[src/rtl/fir_tap_sequencer.sv]
// rtl/fir_tap_sequencer.sv - tap-read sequencer between host, coefficient register file and MAC
// Optional abort input enabled by defining FIR_SEQ_ABORT_EN.
module fir_tap_sequencer #(
    parameter int DEPTH  = 64,
    parameter int WIDTH  = 16,
    parameter int ADDR_W = 6
) (
    input  logic                     clk2,
    input  logic                     rst,
    input  logic                     cfg_wen,
    input  logic [ADDR_W-1:0]        cfg_waddr,
    input  logic signed [WIDTH-1:0]  cfg_wdata,
    output logic                     cfg_wready,
    input  logic [ADDR_W:0]          num_taps,
    input  logic                     start,
`ifdef FIR_SEQ_ABORT_EN
    input  logic                     abort,
`endif
    output logic                     busy,
    output logic                     done,
    output logic                     rf_wen,
    output logic [ADDR_W-1:0]        rf_waddr,
    output logic signed [WIDTH-1:0]  rf_din,
    output logic                     rf_ren,
    output logic [ADDR_W-1:0]        rf_raddr,
    input  logic signed [WIDTH-1:0]  rf_dout,
    output logic                     mac_clr,
    output logic                     mac_en,
    output logic signed [WIDTH-1:0]  mac_coef,
    output logic [ADDR_W-1:0]        mac_tap_idx,
    output logic                     mac_last
);

    typedef enum logic [1:0] {S_IDLE, S_READ, S_DRAIN, S_DONE} state_t;

    localparam logic [ADDR_W:0] L_DEPTH = (ADDR_W+1)'(DEPTH);
    localparam logic [ADDR_W:0] L_ONE   = (ADDR_W+1)'(1);

    state_t              r_state;
    logic [ADDR_W:0]     r_n;
    logic [ADDR_W-1:0]   r_cnt;
    logic                r_rf_ren;
    logic                r_done;
    logic                r_mac_clr;
    logic                r_mac_en;
    logic                r_mac_last;
    logic [ADDR_W-1:0]   r_mac_tap_idx;

    logic [ADDR_W:0]     w_n_clamped;
    logic                w_last_addr;
    logic                w_abort;

`ifdef FIR_SEQ_ABORT_EN
    assign w_abort = abort;
`else
    assign w_abort = 1'b0;
`endif

    assign w_n_clamped = (num_taps > L_DEPTH) ? L_DEPTH : num_taps;
    assign w_last_addr = ({1'b0, r_cnt} == (r_n - L_ONE));

    // Host writes only win while idle, so a run never sees a half-updated table.
    assign cfg_wready = (r_state == S_IDLE);
    assign rf_wen     = cfg_wen & cfg_wready;
    assign rf_waddr   = cfg_waddr;
    assign rf_din     = cfg_wdata;

    assign busy        = (r_state != S_IDLE);
    assign done        = r_done;
    assign rf_ren      = r_rf_ren;
    assign rf_raddr    = r_cnt;
    assign mac_clr     = r_mac_clr;
    assign mac_en      = r_mac_en;
    assign mac_coef    = rf_dout;
    assign mac_tap_idx = r_mac_tap_idx;
    assign mac_last    = r_mac_last;

    always_ff @(posedge clk2 or posedge rst) begin
        if (rst) begin
            r_state       <= S_IDLE;
            r_n           <= '0;
            r_cnt         <= '0;
            r_rf_ren      <= 1'b0;
            r_done        <= 1'b0;
            r_mac_clr     <= 1'b0;
            r_mac_en      <= 1'b0;
            r_mac_last    <= 1'b0;
            r_mac_tap_idx <= '0;
        end else begin
            r_mac_clr     <= 1'b0;
            r_done        <= 1'b0;
            // One stage of delay matches the register file's read latency.
            r_mac_en      <= r_rf_ren;
            r_mac_tap_idx <= r_cnt;
            r_mac_last    <= r_rf_ren & w_last_addr;

            case (r_state)
                S_IDLE: begin
                    if (start) begin
                        r_n <= w_n_clamped;
                        if (w_n_clamped == '0) begin
                            r_state <= S_DONE;
                            r_done  <= 1'b1;
                        end else begin
                            r_state   <= S_READ;
                            r_rf_ren  <= 1'b1;
                            r_cnt     <= '0;
                            r_mac_clr <= 1'b1;
                        end
                    end
                end
                S_READ: begin
                    if (w_last_addr) begin
                        r_rf_ren <= 1'b0;
                        r_cnt    <= '0;
                        r_state  <= S_DRAIN;
                    end else begin
                        r_cnt <= r_cnt + 1'b1;
                    end
                end
                S_DRAIN: begin
                    r_state <= S_DONE;
                    r_done  <= 1'b1;
                end
                default: begin
                    r_state <= S_IDLE;
                end
            endcase

            if (w_abort && ((r_state == S_READ) || (r_state == S_DRAIN))) begin
                r_state    <= S_IDLE;
                r_rf_ren   <= 1'b0;
                r_cnt      <= '0;
                r_mac_en   <= 1'b0;
                r_mac_last <= 1'b0;
                r_done     <= 1'b0;
            end
        end
    end

endmodule

[config.mk]
export PLATFORM = sky130hd
export DESIGN_NAME = fir_tap_sequencer
export DESIGN_NICKNAME = d
export VERILOG_FILES = /design/src/rtl/fir_tap_sequencer.sv
export SDC_FILE = /design/constraint.sdc
export NUM_CORES = 1
export LEC_CHECK = 0
export BUFFER_PORTS_ARGS = -buffer_cell sky130_fd_sc_hd__buf_2
export CAP_MARGIN = 20
export CORE_UTILIZATION = 42
export CTS_BUF_LIST = sky130_fd_sc_hd__clkbuf_16
export DETAILED_ROUTE_END_ITERATION = 6
export PLACE_DENSITY = 0.8
export SLEW_MARGIN = 20
export SYNTH_ARGS = -nofsm -noshare
export SYNTH_HDL_FRONTEND = slang
export SYNTH_SLANG_ARGS = --single-unit
[constraint.sdc]
create_clock -name clk2 -period 2.1 [get_ports clk2]
set_input_delay 0.42 -clock clk2 [delete_from_list [all_inputs] [get_ports clk2]]
set_output_delay 0.42 -clock clk2 [all_outputs]
set_load 0.01 [all_outputs]
==> results.md <==
- Status: complete, no violations
- # DRC: 0
- Crit Path Max Fanout: 7
- Max Buffers Root-to-Sink: 2
- CTS tree: built
- Top FF cell, synth: dfrtp_1
- Net Count, Synth: 229
- Clock sink total: 26
- Worst path required time: 2270 ps
- CTS Root Buffer Type: clkbuf_16
- Setup violations, final: 0
- Cell taking the most area after synthesis: dfrtp_1
- Clock network fraction of design power: 13.6%
- Fin. max-slew vios: 0
- Yosys cell types: 41
- P per Cell Area: 1700 nW/um^2
- EDFF count, synth: 0
- Arr. time, crit path: 2220 ps
- RSZ-0062 raised after global routing: true
- Max_cap viols: 0
- Sw Ratio: 41.4%
- Max IR drop VDD: 0.000465 V
- Clk_skew: 4.41 ps
- Core region area: 3720 sq um
- Setup crit start kind: flip-flop
- Post-Syn Area per Cell: 9.50 sq um
- Initial detailed-routing violation count: 92
- Congestion Overflow GR: 0
- Wire length per cell: 14.9 microns
- Global-route wire length before repair: 5490 microns
- Net load switching power: 1.28 mW
- Seq/Total Area, Yosys: 39.4%
- Hold_buf cts: 0
- Setup TNS: 0 ps
- Type of the most critical hold path: in2async
- Critical path endpoint category: flip-flop
- Top cell type's share of synthesized area: 39.4%
- Row count: 22
- Port buffer count: 30
- Largest net degree at the start of global routing: 27
- Combinational power share: 57.2%
- CP Class: reg2reg
- H-tree lvl count: 1
- Post-Route WL: 3450 microns
- Antenna cell count: 0
- #FFs+latches synth: 26
- Final hold violations: 0
- Post-DR vias/cell: 5.19
- Vias in the first global route: 1,139
- Die W: 64.7 microns
- Most common cell in the netlist: buf_4
- GR Util All Layers: 17.4%
- Slew headroom: 72.0%
- Die area: 4190 sq um
- Initial Util: 44.5%
- Asr flop ratio synth: 100%
- Synthesized instance count: 174
- Initial antenna violation count: 0
- Half-perimeter wire length after placement: 2460 microns
- Final Cycle Share: 97.8%
- P_leak: 0.866 nW
- Routability congestion estimate: 0.860
- Flop pwr share: 29.2%
- Commonest cells in the netlist: buf_4 (38), dfrtp_1 (26), nand2_1 (16)
- Via count: 1,200
- Worst-margin pin slew: 419 ps
- Max Clk Rate: 487 MHz
- Worst-path clk slew: 60 ps
- Die Span Y: 64.7 microns
- Syn Std Cell Area: 1650 sq um
- IO Count: 107
- Clk_lat worst skew: 260 ps
- CTS Buf Count: 3
- Final Util: 48.9%
- Synth Warn #: 0
- Final net count: 239
- P&R area growth vs syn: 9.84%
- Share of cells above drive strength 1: 35.5%
- DRT Pass-1 Iters: 4
- Cell Int Power: 1.81 mW
- Tmin final: 2050 ps
- Largest cells by area after synthesis: dfrtp_1 (39%), buf_4 (17%), ha_1 (4.5%)
- Post-route ant nets: 0
[power groups by stage]
stage	Combinational (mW)	Clock [mW]	Sequential, mW
finish	1.77	0.421	0.900
global placement	1.50	0	0.886
CTS	1.58	0.432	0.887
global route	1.95	0.462	0.925
floorplan	1.02	0	0.958
detailed placement	1.54	0	0.888
[worst max-delay path: stages (launching register included)]
cell	delay, ps
dfrtp_1	380
inv_1	60
ha_2	190
xor3_1	320
nor3_2	170
a21oi_2	150
or3_4	430
o32ai_2	260
[cells in the final DEF, fill, tap and decap left out, types with 2 or more instances in the layout]
| cell type | instances |
|---|---|
| a21oi_1 | 5 |
| xor2_1 | 2 |
| nor2_1 | 6 |
| o31ai_1 | 2 |
| or2_2 | 3 |
| nand2_1 | 16 |
| o21ai_0 | 9 |
| xnor2_1 | 3 |
| buf_2 | 30 |
| nor3_1 | 2 |
| and2_1 | 2 |
| dfrtp_1 | 26 |
| inv_1 | 9 |
| buf_4 | 15 |
| nand3_1 | 2 |
| ha_1 | 5 |
| o32ai_2 | 2 |
| clkbuf_16 | 3 |
| nor3_2 | 2 |
| o21a_1 | 2 |
| o211ai_1 | 4 |
| nand2b_1 | 7 |
[state kept, by name (all words and copies together) (netlist names)]
register	flops
mac_last	1
done	1
rf_ren	1
r_state	2
rf_raddr	6
mac_clr	1
mac_en	1
mac_tap_idx	6
r_n	7
[per-stage QoR]
step / worst slack, ps / power (mW) / hold WS (ps) / std cells / instance area, sq um
2_1_floorplan: 119 / 1.98 / 454 / 174 / 1650
3_3_place_gp: 9.88 / 2.39 / 415 / 225 / 1660
3_5_place_dp: -104 / 2.43 / 419 / 225 / 1660
4_1_cts: 19.9 / 2.90 / 214 / 229 / 1750
5_1_grt: -47.0 / 3.34 / 238 / 231 / 1820
6_report: 46.2 / 3.09 / 203 / 231 / 1820
[what timing repair did]
item / in CTS / in global routing
endpoints found under the setup margin: 7 / 8
buffers inserted: 0 / 2
gates resized for setup: 3 / 8
pin swaps: 0 / 2
[cell families after synthesis]
kind of cell | after synthesis | synth area share, %
flip-flops | 26 | 39.4
buffers and inverters | 49 | 20.2
AND/OR/NAND/NOR | 52 | 17.3
adder cells (fa/ha/maj) | 6 | 4.54
AO/OA/AOI/OAI | 34 | 13.8
multiplexers | 1 | 0.681
XOR/XNOR | 6 | 4.09
[per-layer routing]
layer	global-route usage, %	share of wire [%]	vias up	routed length [microns]
met5	0	0	-	0
met4	11.9	3.9	0	136
met3	5.28	6.7	18	233
met2	28.3	49	46	1690
met1	19.3	40	558	1390
li1	-	-	578	-
[path summary, 6_finish.rpt]
kind | depth (start not counted) | startpoint | slack (ps) | end
worst max register to register | 7 | r_n[1]$_DFFE_PP0P_ | 50 | r_state[0]$_DFFE_PP0P_
min in group clk2 | 3 | num_taps[5] | 420 | r_n[5]$_DFFE_PP0P_
max in group asynchronous | 3 | rst | 1640 | r_n[0]$_DFFE_PP0P_
worst min register to register | 0 | rf_ren$_DFFE_PP0P_ | 470 | mac_en$_DFF_PP0_
worst min-delay path | 3 | rst | 200 | mac_clr$_DFF_PP0_
worst max-delay path | 7 | r_n[1]$_DFFE_PP0P_ | 50 | r_state[0]$_DFFE_PP0P_
[final cells by class]
| cell class | count | area (sq um) |
|---|---|---|
| fill | 349 | 1900 |
| inverter | 9 | 33.8 |
| timing repair buffer | 45 | 263 |
| clock buffer | 3 | 75.1 |
| multi-input combinational | 99 | 729 |
| clock inverter | 1 | 3.75 |
| sequential | 26 | 651 |
| tap | 48 | 60.1 |
Power figures use the tool's default switching activity.
